===== config.mk =====
export PLATFORM = sky130hd
export DESIGN_NAME = axi_lite_master_cmd
export DESIGN_NICKNAME = d
export VERILOG_FILES = /design/src/rtl/axi_lite_pkg.sv /design/src/rtl/axi_lite_chan_hs.sv /design/src/rtl/axi_lite_master_cmd.sv
export SDC_FILE = /design/constraint.sdc
export NUM_CORES = 1
export LEC_CHECK = 0
export BUFFER_PORTS_ARGS = -buffer_cell sky130_fd_sc_hd__buf_4
export CAP_MARGIN = 20
export CORE_ASPECT_RATIO = 1.25
export CORE_UTILIZATION = 42
export CTS_BUF_LIST = sky130_fd_sc_hd__clkbuf_16
export DETAILED_ROUTE_END_ITERATION = 8
export PLACE_DENSITY = 0.83
export SYNTH_ARGS = -nofsm -noshare
export SYNTH_HDL_FRONTEND = slang
export SYNTH_HIERARCHICAL = 1
export SYNTH_SLANG_ARGS = --single-unit

===== constraint.sdc =====
create_clock -name ACLK -period 1.8 [get_ports ACLK]
set_input_delay 0.27 -clock ACLK [delete_from_list [all_inputs] [get_ports ACLK]]
set_output_delay 0.27 -clock ACLK [all_outputs]
set_load 0.1 [all_outputs]

===== src/rtl/axi_lite_pkg.sv =====
// Shared definitions for the command-driven AXI4-Lite master:
// FSM state encoding, AXI response codes, default bus widths and channel indices.
package axi_lite_pkg;

   // Default bus widths
   localparam int AXIL_ADDR_W = 32;
   localparam int AXIL_DATA_W = 32;

   // AXI4-Lite BRESP/RRESP encodings
   localparam logic [1:0] RESP_OKAY   = 2'b00;
   localparam logic [1:0] RESP_EXOKAY = 2'b01;
   localparam logic [1:0] RESP_SLVERR = 2'b10;
   localparam logic [1:0] RESP_DECERR = 2'b11;

   // State encodings kept as plain constants so older code can match on raw values
   localparam logic [2:0] ST_IDLE         = 3'd0;
   localparam logic [2:0] ST_WR_ADDR_DATA = 3'd1;
   localparam logic [2:0] ST_WR_RESP      = 3'd2;
   localparam logic [2:0] ST_RD_ADDR      = 3'd3;
   localparam logic [2:0] ST_RD_DATA      = 3'd4;
   localparam logic [2:0] ST_RSP          = 3'd5;

   typedef enum logic [2:0] {
      S_IDLE         = ST_IDLE,
      S_WR_ADDR_DATA = ST_WR_ADDR_DATA,
      S_WR_RESP      = ST_WR_RESP,
      S_RD_ADDR      = ST_RD_ADDR,
      S_RD_DATA      = ST_RD_DATA,
      S_RSP          = ST_RSP
   } state_e;

   // Indices of the master-driven VALID channels
   localparam int CH_AW  = 0;
   localparam int CH_W   = 1;
   localparam int CH_AR  = 2;
   localparam int NUM_CH = 3;

   // Any response other than OKAY counts as an error
   function automatic logic resp_is_err(input logic [1:0] resp);
      return resp != RESP_OKAY;
   endfunction

endpackage


===== src/rtl/axi_lite_chan_hs.sv =====
// Single AXI VALID holder. 'start' raises VALID, which stays up until the
// handshake; the handshake edge drops VALID and sets 'done'. 'done' is
// cleared by the next 'start'. 'fire' flags the handshake cycle itself.
module axi_lite_chan_hs (
   input  logic ACLK,
   input  logic ARESETn,
   input  logic start,
   input  logic ready,
   output logic valid,
   output logic done,
   output logic fire
);

   assign fire = valid & ready;

   // Hold VALID from start until handshake, then remember completion
   always_ff @(posedge ACLK) begin
      if (!ARESETn) begin
         valid <= 1'b0;
         done  <= 1'b0;
      end else if (start) begin
         valid <= 1'b1;
         done  <= 1'b0;
      end else if (fire) begin
         valid <= 1'b0;
         done  <= 1'b1;
      end
   end

endmodule


===== src/rtl/axi_lite_master_cmd.sv =====
// Command-driven AXI4-Lite master: takes one read/write command at a time,
// runs the AXI4-Lite transaction and returns data/response on a valid/ready
// response port. Only one transaction is ever outstanding.
// Optional build macro AXIL_MASTER_ERRCNT_EN adds err_clr / err_count, a
// saturating count of non-OKAY B/R responses.
module axi_lite_master_cmd
   import axi_lite_pkg::*;
#(
   parameter int ADDR_W = AXIL_ADDR_W,
   parameter int DATA_W = AXIL_DATA_W
) (
   input  logic                  ACLK,
   input  logic                  ARESETn,
`ifdef AXIL_MASTER_ERRCNT_EN
   input  logic                  err_clr,
   output logic [15:0]           err_count,
`endif
   input  logic                  cmd_valid,
   output logic                  cmd_ready,
   input  logic                  cmd_write,
   input  logic [ADDR_W-1:0]     cmd_addr,
   input  logic [DATA_W-1:0]     cmd_wdata,
   input  logic [DATA_W/8-1:0]   cmd_wstrb,
   output logic                  rsp_valid,
   input  logic                  rsp_ready,
   output logic                  rsp_write,
   output logic [DATA_W-1:0]     rsp_data,
   output logic [1:0]            rsp_resp,
   output logic [ADDR_W-1:0]     M_AXI_AWADDR,
   output logic                  M_AXI_AWVALID,
   input  logic                  M_AXI_AWREADY,
   output logic [DATA_W-1:0]     M_AXI_WDATA,
   output logic [DATA_W/8-1:0]   M_AXI_WSTRB,
   output logic                  M_AXI_WVALID,
   input  logic                  M_AXI_WREADY,
   input  logic [1:0]            M_AXI_BRESP,
   input  logic                  M_AXI_BVALID,
   output logic                  M_AXI_BREADY,
   output logic [ADDR_W-1:0]     M_AXI_ARADDR,
   output logic                  M_AXI_ARVALID,
   input  logic                  M_AXI_ARREADY,
   input  logic [DATA_W-1:0]     M_AXI_RDATA,
   input  logic [1:0]            M_AXI_RRESP,
   input  logic                  M_AXI_RVALID,
   output logic                  M_AXI_RREADY
);

   state_e              state_reg;
   logic                cmd_accept;
   logic [NUM_CH-1:0]   ch_start;
   logic [NUM_CH-1:0]   ch_ready;
   logic [NUM_CH-1:0]   ch_valid;
   logic [NUM_CH-1:0]   ch_done;
   logic [NUM_CH-1:0]   ch_fire;
   logic                aw_fin;
   logic                w_fin;
   logic                ar_fin;
   logic                b_fire;
   logic                r_fire;

   assign cmd_accept = (state_reg == S_IDLE) && cmd_ready && cmd_valid;
   assign b_fire     = M_AXI_BVALID & M_AXI_BREADY;
   assign r_fire     = M_AXI_RVALID & M_AXI_RREADY;

   // A channel is finished either from an earlier handshake or one happening now
   assign aw_fin = ch_done[CH_AW] | ch_fire[CH_AW];
   assign w_fin  = ch_done[CH_W]  | ch_fire[CH_W];
   assign ar_fin = ch_done[CH_AR] | ch_fire[CH_AR];

   assign ch_ready[CH_AW] = M_AXI_AWREADY;
   assign ch_ready[CH_W]  = M_AXI_WREADY;
   assign ch_ready[CH_AR] = M_AXI_ARREADY;

   assign M_AXI_AWVALID = ch_valid[CH_AW];
   assign M_AXI_WVALID  = ch_valid[CH_W];
   assign M_AXI_ARVALID = ch_valid[CH_AR];

   // Launch AW+W together for a write, AR alone for a read
   always_comb begin
      ch_start        = '0;
      ch_start[CH_AW] = cmd_accept & cmd_write;
      ch_start[CH_W]  = cmd_accept & cmd_write;
      ch_start[CH_AR] = cmd_accept & ~cmd_write;
   end

   genvar gi;
   generate
      for (gi = 0; gi < NUM_CH; gi++) begin : g_chan
         axi_lite_chan_hs u_hs (
            .ACLK    (ACLK),
            .ARESETn (ARESETn),
            .start   (ch_start[gi]),
            .ready   (ch_ready[gi]),
            .valid   (ch_valid[gi]),
            .done    (ch_done[gi]),
            .fire    (ch_fire[gi])
         );
      end
   endgenerate

   // Transaction sequencer: command accept, B/R ready control, response hold
   always_ff @(posedge ACLK) begin
      if (!ARESETn) begin
         state_reg    <= S_IDLE;
         cmd_ready    <= 1'b0;
         rsp_valid    <= 1'b0;
         rsp_write    <= 1'b0;
         rsp_data     <= '0;
         rsp_resp     <= RESP_OKAY;
         M_AXI_AWADDR <= '0;
         M_AXI_WDATA  <= '0;
         M_AXI_WSTRB  <= '0;
         M_AXI_ARADDR <= '0;
         M_AXI_BREADY <= 1'b0;
         M_AXI_RREADY <= 1'b0;
      end else begin
         case (state_reg)
            S_IDLE: begin
               if (cmd_accept) begin
                  cmd_ready <= 1'b0;
                  if (cmd_write) begin
                     M_AXI_AWADDR <= cmd_addr;
                     M_AXI_WDATA  <= cmd_wdata;
                     M_AXI_WSTRB  <= cmd_wstrb;
                     state_reg    <= S_WR_ADDR_DATA;
                  end else begin
                     M_AXI_ARADDR <= cmd_addr;
                     state_reg    <= S_RD_ADDR;
                  end
               end else begin
                  // Also raises cmd_ready on the first cycle out of reset
                  cmd_ready <= 1'b1;
               end
            end
            S_WR_ADDR_DATA: begin
               if (aw_fin && w_fin) begin
                  M_AXI_BREADY <= 1'b1;
                  state_reg    <= S_WR_RESP;
               end
            end
            S_WR_RESP: begin
               if (b_fire) begin
                  M_AXI_BREADY <= 1'b0;
                  rsp_valid    <= 1'b1;
                  rsp_write    <= 1'b1;
                  rsp_data     <= '0;
                  rsp_resp     <= M_AXI_BRESP;
                  state_reg    <= S_RSP;
               end
            end
            S_RD_ADDR: begin
               if (ar_fin) begin
                  M_AXI_RREADY <= 1'b1;
                  state_reg    <= S_RD_DATA;
               end
            end
            S_RD_DATA: begin
               if (r_fire) begin
                  M_AXI_RREADY <= 1'b0;
                  rsp_valid    <= 1'b1;
                  rsp_write    <= 1'b0;
                  rsp_data     <= M_AXI_RDATA;
                  rsp_resp     <= M_AXI_RRESP;
                  state_reg    <= S_RSP;
               end
            end
            S_RSP: begin
               if (rsp_valid && rsp_ready) begin
                  rsp_valid <= 1'b0;
                  cmd_ready <= 1'b1;
                  state_reg <= S_IDLE;
               end
            end
            default: state_reg <= S_IDLE;
         endcase
      end
   end

`ifdef AXIL_MASTER_ERRCNT_EN
   logic err_evt;
   assign err_evt = (b_fire && resp_is_err(M_AXI_BRESP)) ||
                    (r_fire && resp_is_err(M_AXI_RRESP));

   // Saturating error counter; clear wins over a same-cycle increment
   always_ff @(posedge ACLK) begin
      if (!ARESETn) begin
         err_count <= '0;
      end else if (err_clr) begin
         err_count <= '0;
      end else if (err_evt && (err_count != 16'hFFFF)) begin
         err_count <= err_count + 16'd1;
      end
   end
`endif

endmodule

# After elaboration in Yosys (flattened, before gate mapping)
# Index checks and enable logic that the tools add are counted.
[totals]
register_bits = 148
inputBits = 114
out_inout_bits = 142
word_cells = 98
[classes]
eq_ne = 11
mux = 34
bitwise_logic = 12
reduce_logical = 23
[ops]
columns = ["op", "count"]
rows = [
  ["2-to-1 mux 32 bit", 2],
  ["one-hot mux 32 bit (2 select lines)", 1],
  ["2-to-1 mux 3 bit", 6],
  ["one-hot mux 3 bit (6 select lines)", 1],
  ["2-to-1 mux 1 bit", 15],
  ["AND reduction 3 bit", 5],
  ["nonzero test 2 bit", 7],
  ["!= test 2 bit, second input constant", 6],
  ["one-hot mux 1 bit (2 select lines)", 4],
  ["bitwise AND 1 bit", 7],
  ["== test 3 x 2 -> 1 bit, second input constant", 2],
  ["== test 3 bit, second input constant", 2],
  ["2-to-1 mux 2 bit", 3],
  ["AND reduction 6 bit", 1],
  ["logical AND 1 bit", 4],
  ["one-hot mux 2 bit (2 select lines)", 1],
  ["AND reduction 4 bit", 1],
  ["OR reduction 2 bit", 2],
  ["== test 3 x 1 -> 1 bit, second input constant", 1],
  ["logical NOT 3 bit", 1],
  ["OR 1 bit", 3],
  ["one-hot mux 1 bit (3 select lines)", 1],
  ["nonzero test 3 bit", 1],
  ["NOT 1 bit", 2],
  ["AND reduction 2 bit", 1],
]

# Logic depth before layout (Yosys ltp)
# Gate-level depths: netlist of run 1.
[logic_depth]
depth_word = 5
mapped_depth = 9
mapped_depth_nobuf = 5

# Hierarchy
# Netlist of run 1, hierarchy kept.
[modules_own_cells]
columns = ["module", "instances", "cells_per_inst", "area_per_inst_um2", "seq_area_each_um2"]
rows = [
  ["axi_lite_master_cmd", 1, 648, 5161.2, 2842.7],
  ["axi_lite_chan_hs", 3, 7, 78.8, 40.0],
]

# Worst setup path before layout of run 1
# Ideal clock, no wire load.
[synth_timing]
path_kind = "register to register"
from = "register cmd_ready"
to = "register M_AXI_AWADDR[0]"
setup_ns = 0.132
t_arrival_ns = 2.060
required_time_ns = 1.668
path_slack_ns = -0.392
stages_incl_launch_ff = 8
path_buffers = 3
period_less_slack_ns = 2.192
cell_sequence = "dfxtp_1 -> nand2_1 -> or3_1 -> buf_2 -> buf_2 -> buf_2 -> nand2_1 -> a21oi_1"
[synth_via]
elab_chain_cells = 3
[synth_rtl]
columns = ["item", "line_no", "text"]
rows = [
  ["start: declaration", "axi_lite_master_cmd.sv:19", "output logic cmd_ready,"],
  ["start signal: assignment", "axi_lite_master_cmd.sv:105", "cmd_ready <= 1'b0;"],
  ["start signal: assignment", "axi_lite_master_cmd.sv:120", "cmd_ready <= 1'b0;"],
  ["start signal: assignment", "axi_lite_master_cmd.sv:132", "cmd_ready <= 1'b1;"],
  ["logical AND 1 bit (2 in series)", "axi_lite_master_cmd.sv:61", "assign cmd_accept = (state_reg == S_IDLE) && cmd_ready && cmd_valid;"],
  ["AND reduction 3 bit (no source line)", "-", ""],
  ["end signal: assignment", "axi_lite_master_cmd.sv:122", "M_AXI_AWADDR <= cmd_addr;"],
  ["end: declaration", "axi_lite_master_cmd.sv:29", "output logic [ADDR_W-1:0] M_AXI_AWADDR,"],
]
# Every way passes these cells.
# A chain may end at the register's enable or synchronous reset.

# Worst setup path after layout of run 1
[layout_timing]
from = "register state_reg[2]"
to = "register M_AXI_ARADDR[30]"
[layout_via]
elab_chain_cells = 4
[layout_rtl]
columns = ["item", "line_no", "text"]
rows = [
  ["start: declaration", "axi_lite_master_cmd.sv:48", "state_e state_reg;"],
  ["start signal: assignment", "axi_lite_master_cmd.sv:104", "state_reg <= S_IDLE;"],
  ["start signal: assignment", "axi_lite_master_cmd.sv:125", "state_reg <= S_WR_ADDR_DATA;"],
  ["start signal: assignment", "axi_lite_master_cmd.sv:128", "state_reg <= S_RD_ADDR;"],
  ["logical NOT 3 bit *", "axi_lite_master_cmd.sv:61, axi_lite_master_cmd.sv:117", ""],
  ["logical AND 1 bit (2 in series)", "axi_lite_master_cmd.sv:61", ""],
  ["AND reduction 3 bit (no source line) *", "-", ""],
  ["end signal: assignment", "axi_lite_master_cmd.sv:127", "M_AXI_ARADDR <= cmd_addr;"],
  ["end: declaration", "axi_lite_master_cmd.sv:39", "output logic [ADDR_W-1:0] M_AXI_ARADDR,"],
]
# Every way passes the cells marked *; elsewhere a longest branch is shown, timed or not.

==> metrics, run 1 <==
Max H-tree Level 4; DRT Pass-1 Iters 5; Ys Warns 6; Multi-input gate area 0.00219 mm^2; setup violators final 0; pin count of the biggest net entering global routing 63; fraction of layout cells with a size suffix above 1 35.8%; #FFs+latches synth 148; CP endpoint kind flop; Worst Path Max Fanout 26; Worst Hold Class primary input to flop; die height 129 um; WL/cell 14.4 um; hold buffers post-CTS 0; GRT Resource Usage Total 22.7%; Row Count 45; top sig layer met4; Port Buf Inserts 255; Worst setup SP type flop; die area 0.0133 mm^2; Arr. time, crit path 2.05 ns; ys async rst share 0%; PD cells 1150 mW/mm^2; overall power 9.50 mW; Finished Layout Cells 1096; Fmax achieved approximately 580 MHz; first-iteration detailed-routing DRC count roughly 210; library cells used by synthesis 38; Max-slew headroom 78.4%; Post-synth EDFFs 0; initial antenna violation count 0; global-route wire length before repair 23500 um; Final Max Tran Viols 0; vias in the first global route around 5000; vias per cell roughly 5; Syn Std Cell Area 0.00540 mm^2; Clock Latency Late Sink 0.41 ns; hold_ws 0.110 ns; crit path to M_AXI_ARADDR[30]; Filler cells slightly above 1000; GP Congestion 0.793; Synth Instances 669; placed insts 1061; clock skew 0.00804 ns; Worst-Margin Slew 0.323 ns; # diodes 0; Final Cycle Share 95.8%; metal2 WL 8090 um; nets@finish 1034; Fin. Hold Viols 0; IO Count between 200 and 300; Area growth, synth to finish 53.4%; Clock Tree Buf Depth 2; Core Footprint 0.0123 mm^2; reported max-cap violation count 0; worst vdd ir 0.527 mV; clk sinks between 100 and 150; Period minus WS final 1.72 ns; Chip Width 103 um; RSZ-0062 raised after global routing no; post-route ant nets 0; CTS buffer count 17; Crit. Startpoint state_reg[2]; initial core utilization 43.8%; reg-to-reg endpoint M_AXI_ARADDR[30]; DRC 0; worst reg2reg path startpoint state_reg[2]; Avg Cell Area, Syn approximately 8.1 um^2; WS Path Type flop to flop; ys flop type dfxtp_1; drt total wl 15800 um; Seq/Total Area, Yosys 54.9%; DP HPWL 11000 um; CTS clk-pin slew, worst paths 0.06 ns; Pleak roughly 3.5 nW; clk root buf clkbuf_16; wire length on met3 1310 um; M1 WL about 6000 um; Data required, critical path 2.13 ns; status finished, final reports clean; R2R Setup Slk 0.08 ns; TritonCTS clock tree built; gr ovfl total 0; Sequential Area 0.00298 mm^2; syn nets roughly 780; Sum Neg Setup Slack 0 ns; R2R cell count 6; vias 5429
## worst min path at each step
stage | depth (start not counted) | slack [ns] | to | startpoint
3_5_place_dp | 2 | 0.44 | M_AXI_WDATA[25] | M_AXI_WDATA[25]
3_3_place_gp | 2 | 0.44 | rsp_data[14] | rsp_data[14]
4_1_cts | 3 | 0.1 | M_AXI_WDATA[8] | cmd_wdata[8]
6_report | 3 | 0.11 | M_AXI_WDATA[10] | cmd_wdata[10]
2_1_floorplan | 1 | 0.39 | g_chan[0].u_hs/valid | ARESETn
5_1_grt | 3 | 0.09 | M_AXI_WDATA[9] | cmd_wdata[9]
## Yosys cell counts, drive strengths merged (3+ instances only)
| library cell | instances | area, um^2 |
|---|---|---|
| clkbuf | 32 | 120 |
| nand2 | 240 | 901 |
| a21oi | 137 | 686 |
| and2 | 3 | 22.5 |
| dfxtp | 148 | 2960 |
| nor2b | 5 | 31.3 |
| or3 | 3 | 23.8 |
| nand3 | 37 | 185 |
| mux2i | 3 | 30.0 |
| nor3b | 4 | 45.1 |
| o21a | 4 | 30.0 |
| buf | 19 | 121 |
| inv | 4 | 15.0 |
| nor2 | 6 | 22.5 |
## area by class of cell
class / count / share of cell area, %
sequential: 148 / 35.9
timing repair buffer: 283 / 27.6
multi-input combinational: 465 / 26.4
clock buffer: 17 / 5.14
tap: 164 / 2.48
clock inverter: 14 / 2.12
inverter: 5 / 0.317
## metal layers
layer | vias up | track usage (%)
li1 | 2713 | -
met1 | 2495 | 24.9
met2 | 197 | 39.9
met3 | 24 | 7.33
met4 | 0 | 8.86
met5 | - | 0
## cell usage in the layout (no fill, tap or decap), types with 3 or more instances in the layout
cell type and count:
nand3_1 37, clkbuf_16 19, dfxtp_1 142, nor2b_1 5, a21oi_1 137, o21a_1 4, inv_6 3, nor3b_2 4
dfxtp_2 4, buf_12 10, nand2_1 240, buf_4 270, mux2i_1 3, clkinv_4 4, bufinv_16 3, nor2_1 6
and2_2 3
## critical path: stages (launching register included)
cell and delay, ns:
dfxtp_1 0.31, or3_4 0.38, or3_1 0.45, inv_2 0.12, buf_12 0.18, nand2_1 0.07, a21oi_1 0.13
## cell families (layout without fill, tap and decap cells)
group | count (synthesis) | count (layout) | synth area share (%)
muxes | 4 | 4 | 0.765
buffers and inverters | 56 | 319 | 4.84
AOI/OAI and AO/OA | 156 | 156 | 15.8
and+or+nand+nor | 305 | 305 | 23.7
DFF | 148 | 148 | 54.9
## power breakdown
part	leakage [nW]	switching (mW)	internal, mW
clock	0.293	1.39	2.19
combinational	2.01	1.72	0.646
sequential	1.20	0.0929	3.45
total	3.50	3.21	6.29
## stage by stage
stage	instance area, um^2	setup slack [ns]	util, %
after global routing	8280	0.00591	67.2
after floorplan	5440	-0.00344	-
after global placement	7590	0.0378	61.6
after detailed placement	7590	-0.0214	61.6
after CTS	8200	0.00643	66.5
final	8280	0.0765	67.2
## repair_timing
item / in CTS / in global routing
endpoints found under the setup margin: 17 / 8
gates resized for setup: 1 / 1
pin swaps: 0 / 1
buffers inserted: 0 / 1
cloned: 0 / 3
Power figures use the tool's default switching activity.
==> run 2, diff against run 1 <==
- SETUP_SLACK_MARGIN: unset -> 0.5
==> run 2 against run 1 <==
Final cell count is 0.73% higher. The flow now finishes with violations (negative setup slack). Sequential power grew 2%. Largest cell class is now non-clock buffers. Clock skew is 0.0072 ns higher. Worst hold slack got worse by 0.010 ns.
==> metrics, run 2 (synthesis gave the netlist of run 1 again) <==
worst vdd ir 0.580 mV (+10%); die area 0.0133 mm^2 (unchanged); commonest cells after routing, fill and taps aside 226 x nand2_1, 122 x dfxtp_1, 122 x buf_4; met2 Use GR 41.0% (+1.1 points); delay-heaviest family, CP simple AND/OR/NAND/NOR gates; DP HPWL 11100 um (+1.0%); Core Footprint 0.0123 mm^2 (unchanged); GRT Resource Usage Total 23.1% (+0.40 points); internal power 6.20 mW (-1.4%); Net Sw Power 3.54 mW (+10%); Sw Ratio 36.3% (+2.5 points); Period minus WS final 1.90 ns (+0.175 ns); CTS clk-pin slew, worst paths 0.07 ns (about the same); Port Buf Inserts 255 (unchanged); WS Path Type flop to flop; WL/cell 18.4 um (+28%); Critical-path top delay cell or3_4; nets@finish 1041 (+0.68%); vias in the first global route 5168 (+2.1%); drt total wl 20300 um (+29%); Area growth, synth to finish 80.2%; CP cell instances or3_4 > or3_4 > clkinv_8 > buf_12 > nand2_1 > a21oi_1; clock skew 0.0153 ns (+0.00723 ns); hold buffers post-CTS 0 (unchanged); GRT met1 Usage 25.0% (+0.060 points); CP endpoint kind flop; Worst-Margin Slew 0.371 ns (+0.0476 ns); GP Congestion 0.782 (-1.5%); clk root buf clkbuf_16; global-route wire length before repair 23900 um (+1.6%); Final Util 78.9% (+12 points); Clock Tree Buf Depth 2 (unchanged); status complete, but fails checks; Buffers & Inverters on Critical Path 2 (unchanged); first-iteration detailed-routing DRC count 322 (+52%); failing checks negative setup slack; Pleak 3.88 nW (+11%); CTS buffer count 17 (unchanged); clock share of power 34.1% (-3.6 points); commonest non-fill, non-tap cell in the layout nand2_1; clk sinks 148 (unchanged); Final Max Tran Viols 0 (unchanged); die height 129 um (unchanged); TritonCTS clock tree built; Max H-tree Level 4 (unchanged); Fmax achieved 527 MHz (-9.2%); vias 5903 (+8.7%); Row Count 45 (unchanged); IO Count 256 (unchanged); Chip Width 103 um (unchanged); setup violators final 1 (+1); CP dominant cell by count or3_4; Worst Path Max Fanout 15 (-42%); initial core utilization 43.8% (unchanged); sequential share of power 37.1% (-0.2 points); fraction of layout cells with a size suffix above 1 42.2% (+6.4 points); placed insts 1060 (-0.094%); vias per cell 5.35 (+7.9%); Data required, critical path 2.09 ns (-0.04 ns); pin count of the biggest net entering global routing 69 (+9.5%); post-route setup slack -0.0985 ns (-0.175 ns); Fin. Hold Viols 0 (unchanged); Final Cycle Share 105% (+9.7 points); RSZ-0062 raised after global routing yes; combinational power share 28.8% (+3.9 points); Arr. time, crit path 2.19 ns (+0.14 ns); Worst setup SP type flop; DRT Pass-1 Iters 4 (-1); initial antenna violation count 0 (unchanged); Finished Layout Cells 1104 (+0.73%); gr ovfl total 0 (unchanged); global route hottest layer met2; PD cells 1000 mW/mm^2 (-13%); DRC 0 (unchanged); Sum Neg Setup Slack -0.0985 ns (-0.0985 ns); Max stage delay on crit path 0.43 ns (-0.02 ns); reported max-cap violation count 0 (unchanged); Clock Latency Late Sink 0.42 ns (about the same); post-route ant nets 0 (unchanged); Filler cells 712 (-31%); Worst Hold Class primary input to flop; # diodes 0 (unchanged); Max-slew headroom 75.3% (-3.2 points); met3 GRT Util 7.01% (-0.33 points)
[run 2: worst reg2reg max path, delay by kind of cell (launching register included)]
kind,cells,cell delay [ns]
AO/OA/AOI/OAI,1,0.31
buffers and inverters,2,0.27
flip-flops,1,0.32
AND/OR/NAND/NOR,3,0.88
[run 2: final timing paths]
| path | startpoint | end | slack [ns] | depth (start not counted) |
|---|---|---|---|---|
| setup / recovery | state_reg[2] | M_AXI_WDATA[14] | -0.1 | 6 |
| hold / removal | cmd_wstrb[1] | M_AXI_WSTRB[1] | 0.1 | 3 |
| setup reg to reg | state_reg[2] | M_AXI_WDATA[14] | -0.1 | 6 |
| hold reg to reg | rsp_data[9] | rsp_data[9] | 0.47 | 2 |
[run 2: final cells by class]
| type | count | area, um^2 | share of cell area [%] |
|---|---|---|---|
| repair buffers | 290 | 3560 | 36.6 |
| clock inverters | 15 | 123 | 1.26 |
| flip-flops and latches | 148 | 3010 | 31.0 |
| well taps | 164 | 205 | 2.11 |
| multi-input cells | 465 | 2360 | 24.3 |
| clock buffers | 17 | 425 | 4.37 |
| inverters | 5 | 46.3 | 0.476 |
[run 2: power groups by stage]
stage               sequential [mW]  combinational, mW  clock, mW
floorplan                      4.72              0.622          0
global placement               3.61               2.33          0
detailed placement             3.62               2.35          0
CTS                            3.55               2.44       3.31
global route                   3.64               2.91       3.53
finish                         3.62               2.81       3.32
[run 2: routing by layer]
layer	up-vias	routed length [um]	part of all wire, %
met4	0	846	4.2
met5	-	0	0
li1	2733	-	-
met3	72	1840	9.1
met1	2788	7120	35
met2	310	10500	52
[run 2: timing repair]
item / CTS / global route
resized for setup: 28 / 332
gates cloned: 2 / 5
endpoints found under the setup margin: 287 / 287
pin swaps: 13 / 17
setup buffers: 2 / 3
[run 2: stage by stage]
| step | setup WS [ns] | cell area (um^2) | total power, mW | hold slack, ns |
|---|---|---|---|---|
| floorplan | -0.000783 | 5580 | 5.34 | 0.387 |
| global placement | 0.00242 | 7600 | 5.94 | 0.439 |
| detailed placement | -0.0476 | 7600 | 5.97 | 0.444 |
| CTS | 0.120 | 8300 | 9.30 | 0.0850 |
| global route | -0.302 | 9730 | 10.1 | 0.0922 |
| finish | -0.0985 | 9730 | 9.74 | 0.0999 |
